--- src/rtl/intr_ctrl.sv ---
// Interrupt controller: rising-edge capture into pending, mask, fixed priority (src 0 highest),
// irq/irq_ack/EOI handshake with the CPU. Define INTC_AUTO_EOI_EN to retire requests on ack.
module intr_ctrl #(
   parameter int DATAWID = 16,
   parameter int NUM_SRC = 8,
   parameter int VECWID  = 3
) (
   input  logic               clk,
   input  logic               rst,
   input  logic               cs,
   input  logic               wr,
   input  logic               rd,
   input  logic [1:0]         addr,
   input  logic [DATAWID-1:0] datain,
   output logic [DATAWID-1:0] dataout,
   input  logic [NUM_SRC-1:0] src,
   output logic               irq,
   input  logic               irq_ack,
   output logic [VECWID-1:0]  irq_vec
);

   typedef enum logic [1:0] {IDLE, REQ, SERVICE} state_t;

   state_t               state_q, state_d;
   logic [NUM_SRC-1:0]   src_dly_q, src_dly_d;
   logic [NUM_SRC-1:0]   pending_q, pending_d;
   logic [NUM_SRC-1:0]   mask_q, mask_d;
   logic                 insvc_q, insvc_d;
   logic                 irq_q, irq_d;
   logic [VECWID-1:0]    irq_vec_q, irq_vec_d;
   logic [DATAWID-1:0]   dataout_q, dataout_d;

   logic [NUM_SRC-1:0]   src_edge;
   logic [NUM_SRC-1:0]   active_req;
   logic [NUM_SRC-1:0]   ack_clr;
   logic [VECWID-1:0]    first_idx;
   logic                 any_req;
   logic                 ack_in_req;
   logic                 mask_wr;
   logic                 pend_wr;
   logic                 unused_datain;

   assign unused_datain = ^datain;
   assign mask_wr    = cs & wr & (addr == 2'd0);
   assign pend_wr    = cs & wr & (addr == 2'd1);
   assign src_edge   = src & ~src_dly_q;
   assign active_req = pending_q & ~mask_q;
   assign any_req    = |active_req;
   assign ack_in_req = (state_q == REQ) & irq_ack;

`ifndef INTC_AUTO_EOI_EN
   logic eoi_wr;
   assign eoi_wr = cs & wr & (addr == 2'd3);
`endif

   // Scan downwards so the lowest-numbered active source wins
   always_comb begin
      first_idx = '0;
      for (int i = NUM_SRC - 1; i >= 0; i--) begin
         if (active_req[i]) first_idx = VECWID'(i);
      end
   end

   always_ff @(posedge clk) begin
      src_dly_q <= src_dly_d;
      if (rst) begin
         state_q   <= IDLE;
         pending_q <= '0;
         mask_q    <= '1;
         insvc_q   <= 1'b0;
         irq_q     <= 1'b0;
         irq_vec_q <= '0;
         dataout_q <= '0;
      end else begin
         state_q   <= state_d;
         pending_q <= pending_d;
         mask_q    <= mask_d;
         insvc_q   <= insvc_d;
         irq_q     <= irq_d;
         irq_vec_q <= irq_vec_d;
         dataout_q <= dataout_d;
      end
   end

   always_comb begin
      state_d = state_q;
      case (state_q)
         IDLE:    if (any_req) state_d = REQ;
`ifdef INTC_AUTO_EOI_EN
         REQ:     if (irq_ack) state_d = IDLE;
         SERVICE: state_d = IDLE;
`else
         REQ:     if (irq_ack) state_d = SERVICE;
         SERVICE: if (eoi_wr) state_d = IDLE;
`endif
         default: state_d = IDLE;
      endcase
   end

   always_comb begin
      irq_d     = irq_q;
      irq_vec_d = irq_vec_q;
      insvc_d   = insvc_q;
      case (state_q)
         IDLE: begin
            if (any_req) begin
               irq_d     = 1'b1;
               irq_vec_d = first_idx;
            end
         end
         REQ: begin
            if (irq_ack) begin
               irq_d = 1'b0;
`ifndef INTC_AUTO_EOI_EN
               insvc_d = 1'b1;
`endif
            end
         end
         SERVICE: begin
`ifndef INTC_AUTO_EOI_EN
            if (eoi_wr) insvc_d = 1'b0;
`endif
         end
         default: begin
            irq_d   = 1'b0;
            insvc_d = 1'b0;
         end
      endcase
   end

   generate
      for (genvar gi = 0; gi < NUM_SRC; gi++) begin : g_ack_dec
         assign ack_clr[gi] = ack_in_req & (irq_vec_q == VECWID'(gi));
      end
   endgenerate

   // New edges are applied last so they win over W1C and ack clears on the same bit
   always_comb begin
      src_dly_d = src;
      mask_d    = mask_q;
      pending_d = pending_q & ~ack_clr;
      if (mask_wr) mask_d = datain[NUM_SRC-1:0];
      if (pend_wr) pending_d = pending_d & ~datain[NUM_SRC-1:0];
      pending_d = pending_d | src_edge;
   end

   always_comb begin
      dataout_d = dataout_q;
      if (cs & rd) begin
         case (addr)
            2'd0:    dataout_d = DATAWID'(mask_q);
            2'd1:    dataout_d = DATAWID'(pending_q);
            2'd2:    dataout_d = DATAWID'({insvc_q, irq_q, irq_vec_q});
            default: dataout_d = '0;
         endcase
      end
   end

   assign dataout = dataout_q;
   assign irq     = irq_q;
   assign irq_vec = irq_vec_q;

endmodule

--- config.mk ---
export PLATFORM = sky130hd
export DESIGN_NAME = intr_ctrl
export DESIGN_NICKNAME = d
export VERILOG_FILES = /design/src/rtl/intr_ctrl.sv
export SDC_FILE = /design/constraint.sdc
export NUM_CORES = 1
export LEC_CHECK = 0
export ABC_CLOCK_PERIOD_IN_PS = 1100
export CORE_MARGIN = 3
export CORE_UTILIZATION = 42
export CTS_CLUSTER_SIZE = 10
export DETAILED_ROUTE_END_ITERATION = 12
export PLACE_DENSITY = 0.85
export SLEW_MARGIN = 10
export SYNTH_ARGS = -nofsm -noshare
export SYNTH_HDL_FRONTEND = slang
export SYNTH_SLANG_ARGS = --single-unit
--- constraint.sdc ---
create_clock -name clk -period 1.1 [get_ports clk]
set_input_delay 0.22 -clock clk [delete_from_list [all_inputs] [get_ports clk]]
set_output_delay 0.22 -clock clk [all_outputs]
set_load 0.02 [all_outputs]
==> results.toml <==
[synthesis]
synth_top_cell_area_share_pct = 45.3
ys_types = 36
netlist_top_cells_count = "dfxtp_1 (39), nor2_1 (29), nand2_1 (14), mux2i_1 (13), a22oi_1 (11)"
synth_top_cell_by_area = "dfxtp_1"
synth.yosys.seq_area_share_pct = 45.3
ys_warn_count = 0
synth_cells = 186
postSynthAreaPerCell_um2 = 9.26
netlist_area_um2 = 1720
post-synth-top-count-cell = "dfxtp_1"
synth_seq_cells = 39
ys.flop_type = "dfxtp_1"
synth_edf_count = 0
yosys-top-cells-area = "dfxtp_1 (45%), mux2i_1 (7.6%), nor2_1 (6.3%)"
async_flop_share_pct = 0

[route]
drt_iter0_drc = 98
drc = 0
routed_via_density = 5.49
avgRoutedWirePerCell_um = 17.5
dr.pass1.iters = 4
totalWireLength_um = 5660
vias = 1780
drtAntennaViolNets = 0

[cts]
clock_latency_ns = 0.30
numClockSinks = 39
clock-root-buffer = "clkbuf_8"
path_clk_slew_ns = 0.08
cts_htree_levels = 2
cts_tree = "built"
cts_buffer_depth = 2
cts_buffers = 5

[grt]
grt_max_degree = 19
first_global_vias = 1664
grtUsageTotal_pct = 21.8
overflow = 0
antenna_found_initial = 0
grt_pass1_wl_um = 8230

[finish]
nNetsFinal = 307
final_cells = 324
stdcell_area_um2 = 2820
diodes = 0
fillCellCount = 266
drive_above_1_share_pct = 50.0
syn_to_final_growth_pct = 64.0

[die]
fp.dieH_um = 70.0
num_rows = 22
die_area_um2 = 4900
io_pins = 52
start_util_pct = 45.3
die_x_um = 70.0
core_um2 = 3800

[setup_path]
crit_path_start_kind = "flop"
cp_data_required_time_ns = 1.30
worstPathArrival_ns = 1.37
max_stage_delay_ns = 0.36
slowest_stage = "dfxtp_2"
path_cells = "buf_4, nor2b_1, o21ai_0, a31oi_1, o311ai_1"
cp_max_fo = 3
cp-end-kind = "flop"
critical_path_class = "flop to flop"

[power_and_ir_drop]
switching_share_pct = 27.9
power_mw = 3.12
comb_power_share_pct = 20.0
p_per_area_nw_per_um2 = 1100
p_clk_share_pct = 30.5
switching_power_uw = 869
intPower_mw = 2.25
peakVddDrop_mv = 0.945
leakagePower_nw = 1.18
seqPwrFrac_pct = 49.5

[placed_design]
hpwl_um = 3500
place_area_um2 = 2530
port-buffer-count = 35
dp.cells = 309
place_congestion = 0.865

[timing]
setup_ws_ns = -0.0708
min_period_ns = 1.17
setup_viol = 11
hold_violations = 0
whs_ns = 0.398
fin_tns_setup_ns = -0.546
rsz0062_at_grt = "true"
skew_ns = 0.00960
fmax_mhz = 854
fin_crit_sh_pct = 106
final-max-slew-violation-count = 0

[outcome]
status = "complete, but fails checks"
violations = "setup timing"

[min_path]
hold_class = "input port to flop"

[job]
cap_violations = 0
==> path summary, 6_finish.rpt <==
path | end | slack, ns | depth (start not counted) | start
max | irq_vec[0]$_SDFFE_PP0P_ | -0.07 | 5 | mask_q[2]$_SDFFE_PP1P_
min | src_dly_q[4]$_DFF_P_ | 0.40 | 1 | src[4]
max reg2reg | irq_vec[0]$_SDFFE_PP0P_ | -0.07 | 5 | mask_q[2]$_SDFFE_PP1P_
min reg2reg | mask_q[2]$_SDFFE_PP1P_ | 0.51 | 2 | mask_q[2]$_SDFFE_PP1P_
==> logic make-up after synthesis <==
logic type | synth area share, %
buf+inv | 6.10
simple gates | 20.8
compound gates | 18.0
flops | 45.3
other cells | 0.218
mux | 9.52
==> metal layers <==
layer / global-route usage, % / share of wire (%) / wire [um] / vias up
met5: 0 / 0 / 0 / -
met4: 9.79 / 3.2 / 184 / 0
met3: 6.33 / 6.5 / 369 / 16
met2: 37.7 / 52 / 2970 / 64
met1: 24.5 / 38 / 2140 / 866
li1: - / - / - / 834
==> cell type report <==
cell class                      count  area [um2]  share of cell area [%]
Multi-Input combinational cell    136        1090                    38.7
Tap cell                           48        60.1                    2.13
Timing Repair Buffer               89         754                    26.7
Inverter                            4        15.0                   0.532
Clock buffer                        6        72.6                    2.57
Clock inverter                      2        12.5                   0.443
Sequential cell                    39         817                    28.9
==> through the flow <==
step | util [%] | setup WS (ns)
floorplan | - | -0.0265
global route | 74.3 | -0.138
CTS | 70.8 | -0.0764
global placement | 66.6 | -0.543
detailed placement | 66.6 | -0.608
finish | 74.3 | -0.0708
==> power by group through the flow <==
stage,clock [mW],sequential [mW],combinational (mW)
4_1_cts,0.968,1.54,0.563
3_5_place_dp,0,1.57,0.547
2_1_floorplan,0,1.59,0.243
6_report,0.951,1.54,0.625
3_3_place_gp,0,1.56,0.536
5_1_grt,1.02,1.55,0.660
==> critical path, delay by kind of cell, from the launching register on <==
kind / cells / cell delay [ns]
AO/OA/AOI/OAI: 3 / 0.56
flip-flops: 1 / 0.36
buffers and inverters: 1 / 0.11
AND/OR/NAND/NOR: 1 / 0.04
==> sequential cells by signal (all words and copies together), names as in the netlist <==
| name | cells |
|---|---|
| src_dly_q | 8 |
| state_q | 2 |
| irq_vec | 3 |
| dataout | 8 |
| pending_q | 8 |
| mask_q | 8 |
| insvc_q | 1 |
| irq | 1 |
==> cell usage in the layout (no fill, tap or decap), types with 7 or more instances in the layout <==
| master | synthesis | layout |
|---|---|---|
| a32o_1 | 8 | 8 |
| buf_2 | 0 | 11 |
| buf_4 | 10 | 45 |
| buf_6 | 0 | 8 |
| clkdlybuf4s50_1 | 0 | 18 |
| conb_1 | 1 | 8 |
| dfxtp_1 | 39 | 20 |
| dfxtp_2 | 0 | 14 |
| mux2i_1 | 13 | 8 |
| nand2_1 | 14 | 13 |
| nand2b_4 | 0 | 7 |
| nor2_1 | 29 | 26 |
==> what timing repair did <==
action,CTS,global route
gates resized for setup,84,33
buffers inserted,2,5
hold buffers,0,0
pin swaps,12,18
endpoints found under the setup margin,43,28
(Power assumes the default switching activity.)
